$ cat src/rtl/tc_timer.sv
// Memory-mapped down-counting timer with one-shot / auto-reload modes and a masked level irq.
// Optional: define TC_PRESCALE_EN to divide the count rate by PRESCALE.
module tc_timer #(
  parameter int unsigned PRESCALE = 4
) (
  input  logic        clk,
  input  logic        reset,
  input  logic [31:0] addr,
  input  logic        we,
  input  logic [31:0] wdata,
  output logic [31:0] rdata,
  output logic        irq
);

  typedef enum logic [1:0] {ST_IDLE, ST_LOAD, ST_CNT, ST_INT} state_t;

  localparam logic [1:0] MODE_RELOAD = 2'd1;

  if (PRESCALE < 1 || PRESCALE > 65535) begin : g_bad_prescale
    $error("tc_timer: PRESCALE out of range");
  end

  state_t      r_state, w_state_nxt;
  logic [3:0]  r_ctrl, w_ctrl_nxt;
  logic [31:0] r_preset, w_preset_nxt;
  logic [31:0] r_count, w_count_nxt;
  logic        r_flag, w_flag_nxt;
  logic        w_step;
  logic        w_unused_addr;

  assign w_unused_addr = ^{addr[31:4], addr[1:0]};

`ifdef TC_PRESCALE_EN
  localparam logic [15:0] PSC_LAST = 16'(PRESCALE - 1);
  logic [15:0] r_psc;

  assign w_step = (r_psc == PSC_LAST);

  // Prescaler only advances while counting; any other state restarts it.
  always_ff @(posedge clk or negedge reset) begin
    if (!reset)                 r_psc <= '0;
    else if (r_state != ST_CNT) r_psc <= '0;
    else if (w_step)            r_psc <= '0;
    else                        r_psc <= r_psc + 16'd1;
  end
`else
  assign w_step = 1'b1;
`endif

  always_ff @(posedge clk or negedge reset) begin
    if (!reset) begin
      r_state  <= ST_IDLE;
      r_ctrl   <= '0;
      r_preset <= '0;
      r_count  <= '0;
      r_flag   <= 1'b0;
    end else begin
      r_state  <= w_state_nxt;
      r_ctrl   <= w_ctrl_nxt;
      r_preset <= w_preset_nxt;
      r_count  <= w_count_nxt;
      r_flag   <= w_flag_nxt;
    end
  end

  always_comb begin
    w_state_nxt  = r_state;
    w_ctrl_nxt   = r_ctrl;
    w_preset_nxt = r_preset;
    w_count_nxt  = r_count;
    w_flag_nxt   = r_flag;
    case (r_state)
      ST_IDLE: if (r_ctrl[0]) w_state_nxt = ST_LOAD;
      ST_LOAD: begin
        w_count_nxt = r_preset;
        w_state_nxt = ST_CNT;
      end
      ST_CNT: begin
        if (!r_ctrl[0]) begin
          w_state_nxt = ST_IDLE;
        end else if (w_step) begin
          if (r_count > 32'd1) begin
            w_count_nxt = r_count - 32'd1;
          end else begin
            w_count_nxt = '0;
            w_flag_nxt  = 1'b1;
            w_state_nxt = ST_INT;
          end
        end
      end
      ST_INT: begin
        if (r_ctrl[2:1] == MODE_RELOAD) begin
          w_state_nxt = ST_LOAD;
          w_flag_nxt  = 1'b0;
        end else begin
          w_state_nxt   = ST_IDLE;
          w_ctrl_nxt[0] = 1'b0;
        end
      end
    endcase
    // CPU writes are applied last so they override same-cycle FSM updates.
    if (we) begin
      case (addr[3:2])
        2'd0: begin
          w_ctrl_nxt = wdata[3:0];
          w_flag_nxt = 1'b0;
        end
        2'd1: begin
          w_preset_nxt = wdata;
          w_flag_nxt   = 1'b0;
        end
        default: ;
      endcase
    end
  end

  always_comb begin
    rdata = '0;
    case (addr[3:2])
      2'd0:    rdata = {28'd0, r_ctrl};
      2'd1:    rdata = r_preset;
      2'd2:    rdata = r_count;
      default: rdata = '0;
    endcase
  end

  assign irq = r_flag & r_ctrl[3];

endmodule
$ cat config.mk
export PLATFORM = sky130hd
export DESIGN_NAME = tc_timer
export DESIGN_NICKNAME = d
export VERILOG_FILES = /design/src/rtl/tc_timer.sv
export SDC_FILE = /design/constraint.sdc
export NUM_CORES = 1
export LEC_CHECK = 0
export BUFFER_PORTS_ARGS = -buffer_cell sky130_fd_sc_hd__buf_2
export CORE_UTILIZATION = 35
export DETAILED_ROUTE_END_ITERATION = 12
export MAX_ROUTING_LAYER = met4
export PLACE_DENSITY = 0.59
export REMOVE_ABC_BUFFERS = 1
export SETUP_SLACK_MARGIN = 0.3
export SLEW_MARGIN = 5
export SYNTH_ARGS = -nofsm -noshare
export SYNTH_HDL_FRONTEND = slang
export SYNTH_SLANG_ARGS = --single-unit
$ cat constraint.sdc
create_clock -name clk -period 2 [get_ports clk]
set_input_delay 0.2 -clock clk [delete_from_list [all_inputs] [get_ports clk]]
set_output_delay 0.2 -clock clk [all_outputs]
set_load 0.05 [all_outputs]
# Yosys cells after proc, flatten, opt, wreduce, memory -nomap -nowiden
# Index checks and enable logic that the tools add are counted.
[classes]
add_sub_neg = 1
magnitude_cmp = 1
eq_ne = 9
n_mux = 19
bitwise = 1
n_reduce_logical = 8
[ops]
columns = ["cell", "count"]
rows = [
  ["$pmux W32 S3", 1],
  ["$mux W32", 2],
  ["$pmux W32 S2", 1],
  ["$gt A32 B1 Y1 const B", 1],
  ["$sub A32 B1 Y32 const B", 1],
  ["$mux W1", 10],
  ["$pmux W2 S4", 1],
  ["$reduce_and A2 Y1", 4],
  ["$eq A2 B1 Y1 const B", 3],
  ["$eq A2 B2 Y1 const B", 3],
  ["$mux W2", 3],
  ["$logic_not A2 Y1", 2],
  ["$ne A2 B2 Y1 const B", 2],
  ["$ne A3 B3 Y1 const B", 1],
  ["$pmux W1 S2", 1],
  ["$reduce_bool A2 Y1", 1],
  ["$reduce_or A2 Y1", 1],
  ["$and A1 B1 Y1", 1],
]
[totals]
ff_bits = 71
in_bits = 67
output_inout_bits = 33

# Depth between registers and ports, before layout
[logic_depth]
depth_word = 6
ltp_mapped = 8
ltp_nobuf = 7

# Worst setup path after synthesis
# OpenSTA, ideal clock, no wires.
[synth_timing]
kind = "flip-flop to flip-flop"
startpoint = "reg r_count[0]"
endpoint = "reg r_count[30]"
setup_ps = 87
arrival_ps = 2122
required_ps = 1913
slack_ps = -208
stages_incl_launch_ff = 8
path_buffers = 0
period_less_slack_ps = 2208
cell_sequence = "dfrtp_1 inv_1 ha_1 or3b_2 nor2_1 nand2_1 or4_1 o211ai_1"
[synth_via]
elab_chain_cells = 4
[synth_lines]
columns = ["item", "line", "text"]
rows = [
  ["start: declaration", "26", "logic [31:0] r_count, w_count_nxt;"],
  ["start signal: assignment", "61", "r_count <= w_count_nxt;"],
  ["$sub A32 B1 Y32 or $gt A32 B1 Y1 (tied branches)", "83, 82", ""],
  ["$mux W32 *", "82", "if (r_count > 32'd1) begin"],
  ["$mux W32 *", "79", "if (!r_ctrl[0]) begin"],
  ["$pmux W32 S2 *", "72", "case (r_state)"],
]
# Every way passes the cells marked *; elsewhere a longest branch is shown, timed or not. The select of a mux whose other input is x is not followed.
# A chain may end at the register's enable or synchronous reset.

# Worst setup path after layout
[layout_timing]
startpoint = "reg r_count[21]"
endpoint = "reg r_count[2]"
[layout_via]
elab_chain_cells = 4
[layout_lines]
columns = ["item", "line"]
rows = [
  ["$gt A32 B1 Y1", "82"],
  ["$mux W32", "82"],
  ["$mux W32", "79"],
  ["$pmux W32 S2", "72"],
]
# No other way between the ends. The select of a mux whose other input is x is not followed.

==> results by group <==
Timing
  • Fmax: around 470 MHz
  • RSZ-0062 raised after global routing: true
  • Setup Skew: roughly 6 ps
  • Setup tns final: -1139 ps
  • Measured slew at the worst slew-check pin: approximately 530 ps
  • Final hold vios: 0
  • Slew HR: roughly 65%
  • Tmin final: about 2100 ps
  • Final worst slack: -143.8 ps
  • Period utilization: 107.2%
  • Final setup viols: 16
  • Slew Limit Fails: 0
  • Hold slack: 59.91 ps

Final layout
  • Diodes inserted: 0
  • Area grow syn2layout: 56.52%
  • Layout cells sized above 1: between 50% and 60%
  • Fin nets: 621
  • Filler cells: approximately 960
  • Final Non-Filler Cells: roughly 700

Setup path
  • Worst path max stage delay: roughly 530 ps
  • CP required: between 2000 and 2500 ps
  • CP cell instances: or3_4 -> or4_4 -> o31ai_4 -> buf_6 -> o21ai_2 -> a211o_1
  • Max stage delay cell, worst path: or4_4
  • Worst setup path class: reg2reg
  • Crit path launch type: register
  • Critical path arrival: 2370 ps
  • Critical Path Fanout Max: 5
  • CP Capture Type: register

Die
  • Die Width: roughly 110 µm
  • Chip Height: 108.4 µm
  • Initial Util: 36.24%
  • # rows: 38
  • Die area: about 12000 µm²
  • IO Pins: 100
  • Core area: ~11000 µm²

Global routing
  • Gr ovfl total: 0
  • Largest net degree at the start of global routing: between 70 and 80
  • Vias in the first global route: a little under 4000
  • Global-route wire length before repair: around 20 mm
  • GRT Util Overall: between 20% and 30%
  • Initial antenna violation count: 0

Run status
  • Failing checks: setup timing
  • Status: finished, violations left

CTS
  • Clk root buf: clkbuf_16
  • CTS tree: yes
  • TritonCTS Buffers: 9
  • Clock latency at the later pin of the worst-skew pair: 340 ps
  • Clk buf depth: 2
  • H-tree depth: 3
  • Clock transition at path regs: ~60 ps
  • CTS sink count: between 70 and 80

Pwr
  • Switch share: roughly two fifths
  • Clk pwr share: between 10% and 20%
  • Leakage power: about 2.7 nW
  • Internal: between 5 and 6 mW
  • VDD IR max: about 0.77 mV
  • Power Density: around 1500 nW/µm²
  • Net Switching: 3.809 mW
  • Logic gate share of total power: roughly 55%
  • Reg power frac: 26.4%

Routing
  • Initial DRT Pass Iterations: 4
  • DRT Wirelength: 12.84 mm
  • Initial DRC Count: about 190
  • Vias post-DR: approximately 4000
  • ANT nets after route: 0
  • DRC violations left: 0
  • Vias/cell: roughly 5.7
  • Wire per inst: roughly 18 µm

Placed design
  • Post-Place Cells: 658
  • PortBufs: between 60 and 70
  • DP HPWL: between 8 and 9 mm
  • DP Worst Slack: -319.1 ps
  • Final Wtd Congestion: between 0.8 and 0.9

Logic synthesis
  • Number of flops mapped to enable cells by yosys: 0
  • FFs w/ async S/R, synth: 100.0%
  • Syn Area/Cell: about 10 µm²
  • Yosys top cell by area: dfrtp_1
  • Seq cells post-synth: 71
  • Seq/Total Area, Yosys: 44.84%
  • Syn Inst Count: 386
  • Synth Cell Area: approximately 4000 µm²
  • Synth area leaders: dfrtp_1 (45%), mux2_2 (9.9%), a22o_1 (6.9%)
  • Dominant synthesized flop cell: dfrtp_1
  • Yosys warns: 0
  • Distinct cells, synth: between 50 and 60
  • Yosys top cell area share: between 40% and 50%

Run
  • Max Cap Viol: 0

Worst hold path
  • Min-Delay Path Class: in2reg
## critical path: cells and delay by family (launching register included)
| family | cells | cell delay [ps] |
|---|---|---|
| compound gates | 3 | 500 |
| buf+inv | 1 | 170 |
| flops | 1 | 380 |
| simple gates | 2 | 960 |
## layout by cell type, fill, tap and decap left out, types with 5 or more instances in the layout
cell type  count
buf_2         68
mux2_2        35
nand3_1       17
nor2_1         7
clkbuf_16      9
o311ai_4       5
nor4_4         5
o21ai_0        7
nor3_1         6
o211ai_1       7
a22o_1        31
or4_1          5
nand3_2        6
a22oi_1       16
or3_1          5
buf_6         26
dfrtp_1       69
mux2i_1        6
or3_4          5
nand2_1       24
o21ai_1        5
a21oi_1        5
buf_4         80
## power by group through the flow
stage	combinational, mW	sequential [mW]	clock [mW]
finish	5.05	2.42	1.67
global route	5.40	2.48	1.76
detailed placement	3.92	2.34	0
CTS	4.51	2.35	1.70
floorplan	2.07	2.39	0
global placement	3.86	2.32	0
## path summary, 6_finish.rpt
check,depth (start not counted),startpoint,end,slack [ps]
worst max-delay path,6,r_count[21]$_DFFE_PN0P_,r_count[2]$_DFFE_PN0P_,-140
worst min-delay path,2,we,r_flag$_DFF_PN0_,60
worst max register to register,6,r_count[21]$_DFFE_PN0P_,r_count[2]$_DFFE_PN0P_,-140
worst min register to register,1,r_preset[2]$_DFFE_PN0P_,r_preset[2]$_DFFE_PN0P_,530
max in group asynchronous,3,reset,r_count[2]$_DFFE_PN0P_,1240
min in group asynchronous,3,reset,r_preset[29]$_DFFE_PN0P_,430
## flip-flops by register name, indices dropped and copies added (netlist names)
| register | cells |
|---|---|
| r_count | 32 |
| r_ctrl | 4 |
| r_flag | 1 |
| r_preset | 32 |
| r_state | 2 |
## synthesized netlist by cell type, types with 9 or more instances
cell      instances
clkbuf_1         19
a22o_1           31
mux2_2           35
o311ai_0         11
nand2_1          28
nand3_1          25
nor3_1            9
o21ai_0          13
nor2_1           13
or3_1            10
dfrtp_1          71
a22oi_1          16
## routing by layer
layer / vias up / wire length [µm] / GRT usage, %
li1: 1856 / - / -
met1: 1999 / 5516 / 27.09
met2: 126 / 6450 / 37.57
met3: 20 / 640 / 4.943
met4: 0 / 231 / 6.853
met5: - / 0 / -
## layout make-up
cell class,instances,area [µm²],share of cell area (%)
inverter,5,18.77,0.3026
multi-input combinational,284,2552,41.15
sequential,71,1779,28.69
clock buffer,13,270.3,4.357
tap,140,175.2,2.824
clock inverter,3,40.04,0.6456
timing repair buffer,181,1366,22.03
## repair_timing
item	in CTS	in global routing
endpoints found under the hold margin	71	0
gates cloned	2	0
hold buffers	1	0
setup endpoints to repair	35	35
setup buffers	9	11
pin swaps	28	37
resized for setup	78	54
## cell families (layout without fill, tap and decap cells)
logic type / after synthesis / in the layout / share of synthesized area [%]
flip-flops: 71 / 71 / 44.84
buffers and inverters: 31 / 202 / 3.063
AND/OR/NAND/NOR: 127 / 127 / 17.71
multiplexers: 41 / 41 / 11.46
AO/OA/AOI/OAI: 114 / 114 / 22.29
adder cells (fa/ha/maj): 2 / 2 / 0.6314
## through the flow
step | power [mW] | utilization (%) | instance area [µm²]
2_1_floorplan | 4.455 | - | 3860
3_3_place_gp | 6.173 | 46.77 | 5115
3_5_place_dp | 6.260 | 46.77 | 5115
4_1_cts | 8.567 | 53.55 | 5856
5_1_grt | 9.634 | 56.72 | 6202
6_report | 9.143 | 56.72 | 6202
Power figures use the tool's default switching activity.
